--- config.mk ---
export PLATFORM = sky130hd
export DESIGN_NAME = pwm_song_controller_flat
export DESIGN_NICKNAME = d
export VERILOG_FILES = /design/src/rtl/pwm_song_controller_pkg.sv /design/src/rtl/pwm_song_controller_if.sv /design/src/rtl/note_duration_counter.sv /design/src/rtl/pwm_song_controller.sv /design/src/flat_wrapper.sv
export SDC_FILE = /design/constraint.sdc
export NUM_CORES = 1
export LEC_CHECK = 0
export CORE_ASPECT_RATIO = 1.1
export CORE_MARGIN = 2
export CORE_UTILIZATION = 61
export DETAILED_ROUTE_END_ITERATION = 16
export PLACE_DENSITY = 0.85
export SLEW_MARGIN = 20
export SYNTH_ARGS = -nofsm -noshare
export SYNTH_HDL_FRONTEND = slang
export SYNTH_SLANG_ARGS = --single-unit
--- constraint.sdc ---
create_clock -name i_clk -period 7.9 [get_ports i_clk]
set_input_delay 1.185 -clock i_clk [delete_from_list [all_inputs] [get_ports i_clk]]
set_output_delay 1.185 -clock i_clk [all_outputs]
set_load 0.05 [all_outputs]
--- src/rtl/pwm_song_controller_pkg.sv ---
// Shared song/note definitions: note codes, ROM word layout, FSM states.
// Pure declarations, no logic and no latency.
// Imported by the controller, its interface and the bench.
package pwm_song_controller_pkg;

  // Note code width and ROM word field positions
  localparam int NOTE_W   = 6;
  localparam int LEN_W    = 5;
  localparam int NOTE_LSB = 0;
  localparam int LEN_LSB  = 6;
  localparam int END_BIT  = 15;

  // Note codes: semitones counted up from C4 = 1; code 0 is a rest
  localparam logic [NOTE_W-1:0] NOTE_RST = 6'd0;
  localparam logic [NOTE_W-1:0] NOTE_C4  = 6'd1;
  localparam logic [NOTE_W-1:0] NOTE_E4  = 6'd5;
  localparam logic [NOTE_W-1:0] NOTE_FS4 = 6'd7;
  localparam logic [NOTE_W-1:0] NOTE_A4  = 6'd10;
  localparam logic [NOTE_W-1:0] NOTE_CS5 = 6'd14;

  typedef enum logic [1:0] {IDLE, FETCH, LOAD, PLAY} state_t;

  // Build a ROM word from a note, its length-1 in 32nds and the end flag
  function automatic logic [15:0] song_word(input logic [NOTE_W-1:0] note,
                                            input logic [LEN_W-1:0] len_m1,
                                            input logic last);
    logic [15:0] w;
    w = '0;
    w[NOTE_LSB +: NOTE_W] = note;
    w[LEN_LSB +: LEN_W]   = len_m1;
    w[END_BIT]            = last;
    return w;
  endfunction

endpackage

--- src/rtl/pwm_song_controller_if.sv ---
// Control, song ROM and note output signals of the song controller.
// Wires only, no latency.
// ROM word is expected one cycle after the address; no other handshake.
interface pwm_song_controller_if #(parameter int ADDR_W = 8);
  import pwm_song_controller_pkg::*;

  logic              i_play;
  logic              i_stop;
  logic              i_loop;
  logic [ADDR_W-1:0] o_rom_addr;
  logic [15:0]       i_rom_data;
  logic [NOTE_W-1:0] o_note;
  logic              o_note_valid;
  logic              o_gate;
  logic              o_busy;
  logic              o_done;

  // Controller side
  modport slave (
    input  i_play, i_stop, i_loop, i_rom_data,
    output o_rom_addr, o_note, o_note_valid, o_gate, o_busy, o_done
  );

  // Host/ROM side
  modport master (
    output i_play, i_stop, i_loop, i_rom_data,
    input  o_rom_addr, o_note, o_note_valid, o_gate, o_busy, o_done
  );

endinterface

--- src/rtl/note_duration_counter.sv ---
// Counts one note's duration in 32nds x ticks; flags last cycle and gap window.
// expire/below_gap are combinational from the count registers.
// No backpressure; counts every cycle while run is high.
module note_duration_counter
  import pwm_song_controller_pkg::*;
#(
  parameter int TICKS_PER_32ND = 1_562_500,
  parameter int GAP_CYCLES     = 250_000
) (
  input  logic             clk,
  input  logic             rst,
  input  logic             load,
  input  logic             run,
  input  logic [LEN_W-1:0] len,
  output logic             expire,
  output logic             below_gap
);

  localparam int TICK_W = $clog2(TICKS_PER_32ND + 1);
  localparam int REM_W  = $clog2(32 * TICKS_PER_32ND + 1);

  // tick counts TICKS..1 inside a 32nd; n32 counts 32nds left including the current one
  logic [TICK_W-1:0] tick;
  logic [5:0]        n32;
  logic [REM_W-1:0]  remaining;

  // Load a fresh duration, then step down one cycle at a time while playing
  always_ff @(posedge clk or posedge rst) begin
    if (rst) begin
      tick <= '0;
      n32  <= '0;
    end else if (load) begin
      tick <= TICK_W'(TICKS_PER_32ND);
      n32  <= {1'b0, len} + 6'd1;
    end else if (run) begin
      if (tick == TICK_W'(1)) begin
        tick <= TICK_W'(TICKS_PER_32ND);
        n32  <= n32 - 6'd1;
      end else begin
        tick <= tick - TICK_W'(1);
      end
    end
  end

  // Cycles left in the note including the current one
  assign remaining = REM_W'(n32) * REM_W'(TICKS_PER_32ND) - REM_W'(TICKS_PER_32ND) + REM_W'(tick);
  assign expire    = run && (n32 == 6'd1) && (tick == TICK_W'(1));
  assign below_gap = 32'(remaining) <= 32'(GAP_CYCLES);

endmodule

--- src/rtl/pwm_song_controller.sv ---
// Walks a song ROM and plays each note for its length, gating off the tail gap.
// i_play to first PLAY cycle is 3 cycles; ROM read latency is 1 cycle.
// No backpressure; i_stop aborts in any state and beats a same-cycle i_play.
module pwm_song_controller
  import pwm_song_controller_pkg::*;
#(
  parameter int TICKS_PER_32ND = 1_562_500,
  parameter int GAP_CYCLES     = 250_000,
  parameter int ADDR_W         = 8
) (
  input logic                  i_clk,
  input logic                  i_rst,
  pwm_song_controller_if.slave bus
);

  state_t            state, state_nxt;
  logic [ADDR_W-1:0] addr, addr_nxt;
  logic [NOTE_W-1:0] note_q;
  logic              done_q, done_nxt;
  logic              cnt_load, cnt_expire, cnt_below_gap;
  logic              end_word;
  logic              unused_rom_bits;

  assign end_word        = bus.i_rom_data[END_BIT];
  assign unused_rom_bits = ^bus.i_rom_data[END_BIT-1:LEN_LSB+LEN_W];

  note_duration_counter #(
    .TICKS_PER_32ND(TICKS_PER_32ND),
    .GAP_CYCLES    (GAP_CYCLES)
  ) u_dur (
    .clk      (i_clk),
    .rst      (i_rst),
    .load     (cnt_load),
    .run      (state == PLAY),
    .len      (bus.i_rom_data[LEN_LSB +: LEN_W]),
    .expire   (cnt_expire),
    .below_gap(cnt_below_gap)
  );

  // State, song address, current note and the done pulse
  always_ff @(posedge i_clk or posedge i_rst) begin
    if (i_rst) begin
      state  <= IDLE;
      addr   <= '0;
      note_q <= NOTE_RST;
      done_q <= 1'b0;
    end else begin
      state  <= state_nxt;
      addr   <= addr_nxt;
      done_q <= done_nxt;
      if (cnt_load) note_q <= bus.i_rom_data[NOTE_LSB +: NOTE_W];
    end
  end

  // Next-state logic; stop overrides every transition and suppresses done
  always_comb begin
    state_nxt = state;
    addr_nxt  = addr;
    cnt_load  = 1'b0;
    done_nxt  = 1'b0;
    unique case (state)
      IDLE: begin
        if (bus.i_play) begin
          state_nxt = FETCH;
          addr_nxt  = '0;
        end
      end
      FETCH: state_nxt = LOAD;
      LOAD: begin
        if (!end_word) begin
          cnt_load  = 1'b1;
          state_nxt = PLAY;
        end else if (bus.i_loop && (addr != '0)) begin
          // Looping an empty song would spin forever, hence the addr check
          addr_nxt  = '0;
          state_nxt = FETCH;
        end else begin
          state_nxt = IDLE;
          done_nxt  = 1'b1;
        end
      end
      PLAY: begin
        if (cnt_expire) begin
          addr_nxt  = addr + ADDR_W'(1);
          state_nxt = FETCH;
        end
      end
      default: state_nxt = IDLE;
    endcase
    if (bus.i_stop) begin
      state_nxt = IDLE;
      cnt_load  = 1'b0;
      done_nxt  = 1'b0;
    end
  end

  assign bus.o_rom_addr   = addr;
  assign bus.o_note       = note_q;
  assign bus.o_note_valid = (state == PLAY);
  assign bus.o_gate       = (state == PLAY) && (note_q != NOTE_RST) && !cnt_below_gap;
  assign bus.o_busy       = (state != IDLE);
  assign bus.o_done       = done_q;

endmodule

--- src/flat_wrapper.sv ---
// flat-port wrapper written by rule: the top's interface ports become plain ports
module pwm_song_controller_flat import pwm_song_controller_pkg::*;
#(
  parameter int TICKS_PER_32ND = 1_562_500,
  parameter int GAP_CYCLES     = 250_000,
  parameter int ADDR_W         = 8
)
  (i_clk, i_rst, bus_i_play, bus_i_stop, bus_i_loop, bus_i_rom_data, bus_o_rom_addr, bus_o_note, bus_o_note_valid, bus_o_gate, bus_o_busy, bus_o_done);
  pwm_song_controller_if #(.ADDR_W(ADDR_W)) bus_i ();
  input logic i_clk;
  input logic i_rst;
  input wire logic [$bits(bus_i.i_play)-1:0] bus_i_play;
  input wire logic [$bits(bus_i.i_stop)-1:0] bus_i_stop;
  input wire logic [$bits(bus_i.i_loop)-1:0] bus_i_loop;
  input wire logic [$bits(bus_i.i_rom_data)-1:0] bus_i_rom_data;
  output wire logic [$bits(bus_i.o_rom_addr)-1:0] bus_o_rom_addr;
  output wire logic [$bits(bus_i.o_note)-1:0] bus_o_note;
  output wire logic [$bits(bus_i.o_note_valid)-1:0] bus_o_note_valid;
  output wire logic [$bits(bus_i.o_gate)-1:0] bus_o_gate;
  output wire logic [$bits(bus_i.o_busy)-1:0] bus_o_busy;
  output wire logic [$bits(bus_i.o_done)-1:0] bus_o_done;
  assign bus_i.i_play = bus_i_play;
  assign bus_i.i_stop = bus_i_stop;
  assign bus_i.i_loop = bus_i_loop;
  assign bus_i.i_rom_data = bus_i_rom_data;
  assign bus_o_rom_addr = bus_i.o_rom_addr;
  assign bus_o_note = bus_i.o_note;
  assign bus_o_note_valid = bus_i.o_note_valid;
  assign bus_o_gate = bus_i.o_gate;
  assign bus_o_busy = bus_i.o_busy;
  assign bus_o_done = bus_i.o_done;
  pwm_song_controller #(.TICKS_PER_32ND(TICKS_PER_32ND), .GAP_CYCLES(GAP_CYCLES), .ADDR_W(ADDR_W)) u_core (.i_clk(i_clk), .i_rst(i_rst), .bus(bus_i));
endmodule
==> run metrics, run 1 <==
post-route ant nets 0; First-pass DRT Iterations 5; hold_buf cts 0; post-layout util 0.687; post-synth top area cell ha_1; DR iter-0 viols 197; yosys warns 0; FMAX 133 MHz; Final nets between 800 and 900; Tightest Hold Check Type reg2reg; Initial Util 0.621; maxcap violations 0; Die X 94.1 µm; # port buffers 34; vias in the first global route 4,598; first-pass GRT wire length 20.6 mm; Max Transition Viols Final 0; final antenna diode count 0; Area contributors post-synth ha_1, dfrtp_1, fa_1; Critical Path RT 6710 ps; Residual DRC 0; Synth top area share 0.225; EDFF count, synth 0; Post-synth top flop dfrtp_1; most common cell in the synthesized netlist ha_1; Seq cells post-synth 44; layout cells sized above 1 0.0669; Fillers 681; FFs w/ async S/R, synth 1.00; Netlist cell types between 60 and 70; period utilization 0.954; multi-input logic area 4040 µm²; WP data arrival 6350 ps; initial antenna violation count 0; Syn Nets 771; Post-Route Setup TNS 0 ps; startpoint type of the worst setup path flop; remaining global-route overflow 0; outcome finished clean; Detailed Place HPWL 9.74 mm; CTS tree built; Synth Instances roughly 640; CTS root buffer clkbuf_8; drt wl/cell 15.4 µm; Core Footprint 8780 µm²; Final Hold Fails 0; Syn Area/Cell 8.57 µm²; minimum clock period 7540 ps; H-tree depth 2; CTS Buf Count 5; via count 4,676; clock-pin slew on the worst setup and hold paths 100 ps; commonest cells in the netlist ha_1, inv_1, nand2_1; sequential-to-total area share from yosys stat 0.202; Crit Path Class reg2out; worst skew pair latency 320 ps; Final Setup Violations 0; worst-case clock buffer depth 2; Core Rows 36; Worst-Margin Slew 821 ps; vias per inst between 5 and 6; FF/Latch Area 1100 µm²; Syn Std Cell Area 5450 µm²; skew final 13.0 ps; largest net degree at the start of global routing 45; clock sink total 44; Area Overhead vs Synth 10.7%; Tot GR Track Use 0.261; routed wire length 12.1 mm; die area 9710 µm²; RSZ-0062 raised after global routing no; Routability Congestion between 0.8 and 0.9; critical path fanouts, max 7; CP endpoint kind output port; IO Pins 39; slew margin rel. 0.450; die height 103 µm
==> sequential cells by signal (all words and copies together) (netlist names) <==
register	flops
u_core.u_dur.tick	21
u_core.bus.o_rom_addr	8
u_core.bus.o_note	6
u_core.u_dur.n32	6
u_core.state	2
u_core.bus.o_done	1
==> worst max-delay path: stages (launching register included) <==
cell and delay (ps):
dfrtp_2 470, inv_1 150, fa_2 500, xnor2_1 180
ha_1 280, inv_1 50, fa_1 530, inv_1 50
ha_1 330, o21ai_0 120, o21ai_1 240, a21oi_1 110
o21ba_2 240, o21bai_1 120, a21oi_1 90, xnor2_1 130
ha_1 290, ha_1 390, nand3_1 130, a311oi_1 440
o31ai_1 190, xnor2_1 170, or3_1 320, a21oi_1 120
a31o_2 110, a31oi_1 80, buf_4 220
==> through the flow <==
step | setup WS [ps] | std cells | area (µm²) | hold slack [ps]
global route | 14.0 | 787 | 6040 | 548
finish | 364 | 787 | 6040 | 521
CTS | 149 | 785 | 6000 | 526
global placement | 632 | 777 | 5910 | 501
floorplan | 659 | 636 | 5450 | 508
detailed placement | 516 | 777 | 5910 | 505
==> kinds of logic (layout without fill, tap and decap cells) <==
| group | after synthesis | after routing | synth area share |
|---|---|---|---|
| compound gates | 131 | 131 | 0.158 |
| xor+xnor | 50 | 50 | 0.0803 |
| fa+ha+maj | 114 | 114 | 0.284 |
| buf+inv | 85 | 122 | 0.0594 |
| flops | 44 | 44 | 0.202 |
| mux | 10 | 10 | 0.0197 |
| simple gates | 202 | 202 | 0.197 |
==> cells in the final DEF (no fill, tap or decap), types with 4 or more instances in the layout <==
| cell type | synthesis | final |
|---|---|---|
| a211oi_1 | 9 | 9 |
| a21o_1 | 17 | 17 |
| a21oi_1 | 33 | 33 |
| and3_1 | 5 | 5 |
| and4_1 | 4 | 4 |
| buf_4 | 1 | 5 |
| clkbuf_8 | 0 | 5 |
| clkdlybuf4s50_1 | 0 | 33 |
| dfrtp_1 | 44 | 41 |
| fa_1 | 16 | 15 |
| ha_1 | 98 | 97 |
| inv_1 | 76 | 73 |
| mux2_2 | 6 | 6 |
| mux2i_1 | 4 | 4 |
| nand2_1 | 56 | 56 |
| nand2b_1 | 13 | 13 |
| nand3_1 | 24 | 24 |
| nor2_1 | 38 | 38 |
| nor2b_1 | 5 | 5 |
| nor3_1 | 17 | 17 |
| nor4_1 | 7 | 6 |
| o21a_1 | 4 | 4 |
| o21ai_0 | 26 | 26 |
| o21ai_1 | 7 | 7 |
| o21bai_1 | 4 | 4 |
| o31ai_1 | 4 | 4 |
| or2_2 | 5 | 5 |
| or3_1 | 8 | 8 |
| xnor2_1 | 36 | 36 |
| xor2_1 | 14 | 14 |
==> repair_timing <==
item | in CTS | in global routing
endpoints found under the setup margin | 0 | 1
gates resized for setup | 0 | 9
setup buffers | 0 | 2
==> layout make-up <==
cell class | count | share of cell area
inverters | 76 | 0.0477
repair buffers | 38 | 0.0609
flip-flops and latches | 44 | 0.183
well taps | 114 | 0.0236
clock inverters | 3 | 0.00415
clock buffers | 5 | 0.0114
multi-input cells | 507 | 0.669
==> per-layer routing <==
metal / GRT usage / wire, µm
met5: 0 / 0
met3: 0.0292 / 454
met4: 0.0803 / 266
met1: 0.317 / 5130
met2: 0.485 / 6270
==> worst paths after layout <==
kind,start,end,slack [ps],depth (start not counted)
min in group asynchronous,i_rst,u_core.bus.o_rom_addr[6],1300,3
worst max register to register,u_core.u_dur.tick[8],u_core.bus.o_rom_addr[5],4530,9
worst max-delay path,u_core.u_dur.n32[5],bus_o_gate,360,26
worst min-delay path,u_core.bus.o_rom_addr[7],u_core.bus.o_rom_addr[7],520,1
worst min register to register,u_core.bus.o_rom_addr[7],u_core.bus.o_rom_addr[7],520,1
max in group asynchronous,i_rst,u_core.u_dur.n32[4],6170,3
Power of run 1 is left out: the tool's default activity adds up to more than one toggle a clock period on the data nets, which glitch-free logic cannot reach.
==> run 2, diff against run 1 <==
--- a/config.mk
+++ b/config.mk
@@ -7,10 +7,12 @@
 export LEC_CHECK = 0
 export CORE_ASPECT_RATIO = 1.1
 export CORE_MARGIN = 2
-export CORE_UTILIZATION = 61
+export CORE_UTILIZATION = 66
 export DETAILED_ROUTE_END_ITERATION = 16
-export PLACE_DENSITY = 0.85
+export HOLD_SLACK_MARGIN = 0.12
+export PLACE_DENSITY = 0.91
 export SLEW_MARGIN = 20
 export SYNTH_ARGS = -nofsm -noshare
 export SYNTH_HDL_FRONTEND = slang
 export SYNTH_SLANG_ARGS = --single-unit
+export TNS_END_PERCENT = 20
==> constraint.sdc (replaced) <==
create_clock -name i_clk -period 9.5 [get_ports i_clk]
set_input_delay 1.425 -clock i_clk [delete_from_list [all_inputs] [get_ports i_clk]]
set_output_delay 1.425 -clock i_clk [all_outputs]
set_load 0.05 [all_outputs]
==> run metrics, run 2 (same netlist as run 1, synthesis figures left out) <==
outcome finished clean; # port buffers 34 (unchanged); Max Transition Viols Final 0 (unchanged); cell mode on critical path ha_1; RSZ-0062 raised after global routing no; layout cells sized above 1 0.0507 (-0.0162); Final Setup Violations 0 (unchanged); Critical Path RT 8080 ps (+1370 ps); Detailed Place HPWL 10.1 mm (+3.9%); Final nets 805 (-0.25%); most frequent cells in the layout ha_1, inv_1, nand2_1, dfrtp_1, nor2_1; Fillers 563 (-17%); Core Footprint 7960 µm² (-9.4%); Core Rows 34 (-5.6%); reg2reg setup slack 6110 ps (+1580 ps); CTS resizes 0 (unchanged); first-pass GRT wire length 21.3 mm (+3.6%); worst-case clock buffer depth 2 (unchanged); hold path depth 1 (unchanged); largest net degree at the start of global routing 45 (unchanged); critical path fanouts, max 8 (+1); maxcap violations 0 (unchanged); most common cell after layout, fill and taps aside ha_1; Top reg by flops u_core.u_dur.tick; H-tree depth 2 (unchanged); CTS Buf Count 5 (unchanged); WP depth 26 (unchanged); CP endpoint kind output port; die area 9010 µm² (-7.3%); slew margin rel. 0.412 (-0.0383); hold_buf cts 0 (unchanged); Worst-Margin Slew 879 ps (+57.2 ps); CTS tree built; placed cells 771 (-0.77%); vias per inst 6.10 (+2.7%); multi-input logic area 4030 µm² (-0.28%); minimum clock period 8590 ps; Area Overhead vs Synth 10.4%; Tightest Hold Check Type reg2reg; WP data arrival 7160 ps (+810 ps); vias in the first global route 4,812 (+4.7%); number of setup buffers added after CTS 0 (unchanged); worst skew pair latency 300 ps (-20 ps); Tot GR Track Use 0.284 (+0.0232); number of flip-flops in the largest register 21 (unchanged); skew final 6.36 ps (-6.67 ps); Final Hold Fails 0 (unchanged); final antenna diode count 0 (unchanged); cells on worst reg2reg path 9 (unchanged); clock-pin slew on the worst setup and hold paths 90 ps (about the same); Post-Route Setup TNS 0 ps (unchanged); post-layout util 0.757 (+0.0695); First-pass DRT Iterations 5 (unchanged); CTS root buffer clkbuf_8; Crit path max-delay family adder cells; remaining global-route overflow 0 (unchanged); die height 99.3 µm (-3.7%); clock sink total 44 (unchanged); DR iter-0 viols 196 (-0.51%); Routability Congestion 0.875 (-1.8%); delay of the slowest cell on the worst path 820 ps (+290 ps); startpoint type of the worst setup path flop; Die X 90.7 µm (-3.7%); Crit Path Class reg2out; Initial Util 0.685 (+0.0646); via count 4,752 (+1.6%); fin cells 779 (-1.0%); FMAX 116 MHz; routed wire length 12.7 mm (+4.7%); post-route ant nets 0 (unchanged); Residual DRC 0 (unchanged); initial antenna violation count 0 (unchanged); Critical Path Slowest Stage Cell clkdlybuf4s50_1; Crit path buffers/inverters 4 (unchanged); FF/Latch Area 1100 µm² (-0.34%); period utilization 0.904; drt wl/cell 16.3 µm (+5.7%); IO Pins 39 (unchanged)
-- run 2: cell count changes in the layout (fill, tap and decap cells not counted), sizes merged --
cell | before | now
buf | 5 | 2
bufinv | 0 | 1
clkdlybuf4s50 | 33 | 34
inv | 77 | 76
-- run 2: metal layers --
layer  GRT usage  share of wire  vias up
met5           0              0        -
met1       0.329           0.40     2247
met3      0.0364          0.045       45
met2       0.534           0.52      164
li1            -              -     2296
met4       0.105          0.036        0
-- run 2: cell type report --
cell class / count / area share
clock buffers: 5 / 0.0114
clock inverters: 3 / 0.00769
inverters: 76 / 0.0474
multi-input cells: 507 / 0.669
flip-flops and latches: 44 / 0.183
well taps: 108 / 0.0224
repair buffers: 36 / 0.0590
-- run 2: worst paths after layout --
path | start | to
worst max-delay path | u_core.u_dur.n32[3] | bus_o_gate
worst min-delay path | u_core.bus.o_rom_addr[7] | u_core.bus.o_rom_addr[7]
worst max register to register | u_core.u_dur.tick[8] | u_core.bus.o_rom_addr[6]
worst min register to register | u_core.bus.o_rom_addr[7] | u_core.bus.o_rom_addr[7]
max in group asynchronous | i_rst | u_core.u_dur.n32[0]
min in group asynchronous | i_rst | u_core.u_dur.tick[7]
-- run 2: per-stage QoR --
step / area (µm²) / setup WS, ps / hold slack [ps]
after CTS: 6020 / 925 / 525
after global routing: 6020 / 346 / 568
after floorplan: 5450 / 2020 / 508
final: 6020 / 913 / 519
after detailed placement: 5900 / 1280 / 503
after global placement: 5900 / 1420 / 510
-- run 2: worst register-to-register path: stages (launching register included) --
cell,delay (ps)
dfrtp_1,460
or4_4,610
nor4_4,240
nand4_1,200
and4bb_4,430
nand4_4,130
a2bb2oi_4,190
nor4b_4,580
nand2_2,210
o31ai_2,260
Power of run 2 is left out for the same reason.
==> run 3, diff against run 2 <==
--- a/config.mk
+++ b/config.mk
@@ -7,12 +7,13 @@
 export LEC_CHECK = 0
 export CORE_ASPECT_RATIO = 1.1
 export CORE_MARGIN = 2
-export CORE_UTILIZATION = 66
+export CORE_UTILIZATION = 45
 export DETAILED_ROUTE_END_ITERATION = 16
 export HOLD_SLACK_MARGIN = 0.12
-export PLACE_DENSITY = 0.91
+export PLACE_DENSITY = 0.67
 export SLEW_MARGIN = 20
 export SYNTH_ARGS = -nofsm -noshare
 export SYNTH_HDL_FRONTEND = slang
+export SYNTH_HIERARCHICAL = 1
 export SYNTH_SLANG_ARGS = --single-unit
 export TNS_END_PERCENT = 20
==> run metrics, run 3 <==
Worst-Margin Slew 948 ps (+69.0 ps); most common cell in the synthesized netlist ha_1; EDFF count, synth 0 (unchanged); hold_buf cts 0 (unchanged); final antenna diode count 0 (unchanged); Seq cells post-synth 44 (unchanged); skew final 9.35 ps (+2.99 ps); Post-DP Area 6340 µm² (+7.3%); CTS tree built; vias per inst 5.70 (-6.6%); largest net degree at the start of global routing 28 (-38%); RSZ-0062 raised after global routing no; # port buffers 34 (unchanged); CTS Buf Count 5 (unchanged); FFs w/ async S/R, synth 1.00 (unchanged); critical path fanouts, max 10 (+2); commonest cells in the netlist ha_1, inv_1, nand2_1, nor2_1, dfrtp_1; number of flip-flops in the largest register 21 (unchanged); layout cells sized above 1 0.0714 (+0.0208); outcome finished clean; Area contributors post-synth ha_1, dfrtp_1, xnor2_1; Post-Route Setup TNS 0 ps (unchanged); IO Pins 39 (unchanged); mux cell area share after synthesis 0.0189 (-0.000878); die height 123 µm (+24%); complex-gate fraction of the synthesized area 0.195 (+0.0371); routed wire length 13.5 mm (+6.1%); via count 4,962 (+4.4%); Residual DRC 0 (unchanged); Critical Path Slowest Stage Cell fa_1; clock sink total 44 (unchanged); xor/xnor share of the synthesized area 0.0849 (+0.00454); remaining global-route overflow 0 (unchanged); period utilization 0.941 (+0.0366); yosys warns 6 (+6); sequential-to-total area share from yosys stat 0.189 (-0.0134); post-route ant nets 0 (unchanged); maxcap violations 0 (unchanged); Final nets 849 (+5.5%); Tightest Hold Check Type reg2reg; Crit Path Class reg2out; Core Footprint 12,600 µm² (+59%); First-pass DRT Iterations 4 (-1); minimum clock period 8930 ps (+348 ps); Die X 113 µm (+24%); worst skew pair latency 290 ps (about the same); first-pass GRT wire length 22.9 mm (+7.5%); post-synth top area cell ha_1; die area 13,900 µm² (+54%); Syn Area/Cell 8.55 µm² (-0.28%); number of setup buffers added after CTS 0 (unchanged); Top reg by flops u_core/u_dur/tick; Syn Nets 819 (+6.2%); most frequent cells in the layout ha_1, inv_1, nand2_1, nor2_1, dfrtp_1; Post-synth top flop dfrtp_1; clock-pin slew on the worst setup and hold paths 60 ps (-30 ps); startpoint type of the worst setup path flop; Netlist cell types 75 (+21%); Tot GR Track Use 0.197 (-0.0870); initial antenna violation count 0 (unchanged); Fillers 1,174 (+110%); Final Hold Fails 0 (unchanged); Max Transition Viols Final 0 (unchanged); cell mode on critical path ha_1; CTS root buffer clkbuf_16; Synth Instances 683 (+7.4%); DR iter-0 viols 194 (-1.0%); Initial Util 0.462 (-0.224); Routability Congestion 0.869 (-0.67%); CTS resizes 1 (+1); most common cell after layout, fill and taps aside ha_1; Synth Area in Adders 0.267 (-0.0166); Synth top area share 0.212 (-0.0127); Design Area, Final 6510 µm² (+8.2%); simple-gate share of the synthesized area 0.179 (-0.0179); Area Overhead vs Synth 11.5%; delay of the slowest cell on the worst path 650 ps (-170 ps); drt wl/cell 15.5 µm (-5.1%); Final Setup Violations 0 (unchanged); FMAX 112 MHz (-3.9%); worst-case clock buffer depth 2 (unchanged); H-tree depth 2 (unchanged); Core Rows 43 (+26%); main combinational cell family by area after synthesis adder cells; Detailed Place HPWL 10.9 mm (+8.1%); vias in the first global route 4,844 (+0.67%); Critical Path RT 8080 ps (about the same); CP endpoint kind output port; Syn Std Cell Area 5840 µm² (+7.1%); WP data arrival 7510 ps (+350 ps); slew margin rel. 0.368 (-0.0438)
==> run 3: kinds of logic after synthesis <==
group	count (synthesis)
xor+xnor	55
buf+inv	99
mux	10
fa+ha+maj	115
compound gates	165
simple gates	195
flops	44
==> run 3: critical path, delay by kind of cell, from the launching register on <==
| kind | cells | cell delay [ps] |
|---|---|---|
| AO/OA/AOI/OAI | 11 | 2240 |
| XOR/XNOR | 3 | 540 |
| adder cells (fa/ha/maj) | 6 | 2080 |
| buffers and inverters | 3 | 730 |
| flip-flops | 1 | 490 |
| AND/OR/NAND/NOR | 5 | 1120 |
==> run 3: worst paths after layout <==
path / slack, ps / end / cells past startpoint / from
max reg2reg: 5130 / u_core/bus.o_rom_addr[6] / 10 / u_core/u_dur/tick[12]
max: 570 / bus_o_gate / 28 / u_core/u_dur/n32[4]
min: 530 / u_core/bus.o_note[4] / 1 / u_core/bus.o_note[4]
min reg2reg: 530 / u_core/bus.o_note[4] / 1 / u_core/bus.o_note[4]
min in group asynchronous: 1540 / u_core/u_dur/tick[0] / 2 / i_rst
max in group asynchronous: 7490 / u_core/bus.o_note[1] / 2 / i_rst
==> run 3: layer usage <==
| layer | vias to the layer above | part of all wire | track usage | wire, µm |
|---|---|---|---|---|
| met1 | 2366 | 0.47 | 0.263 | 6280 |
| met5 | - | 0 | 0 | 0 |
| met3 | 19 | 0.026 | 0.0162 | 350 |
| met2 | 84 | 0.49 | 0.346 | 6580 |
| li1 | 2493 | - | - | - |
| met4 | 0 | 0.018 | 0.0495 | 240 |
==> run 3: area by class of cell <==
cell class | instances | area [µm²] | share of cell area
multi-input cells | 540 | 4360 | 0.670
well taps | 157 | 196 | 0.0302
inverters | 84 | 315 | 0.0484
clock buffers | 5 | 125 | 0.0192
repair buffers | 38 | 365 | 0.0561
flip-flops and latches | 44 | 1100 | 0.169
clock inverters | 3 | 46.3 | 0.00711
==> run 3: stage by stage <==
stage               hold slack [ps]  std cells  utilization  worst slack, ps
floorplan                       483        683            -             1100
global placement                499        863        0.501              444
detailed placement              523        863        0.501              293
CTS                             538        871        0.515              224
global route                    546        871        0.515             42.7
finish                          532        871        0.515              565
Power of run 3 is left out for the same reason.
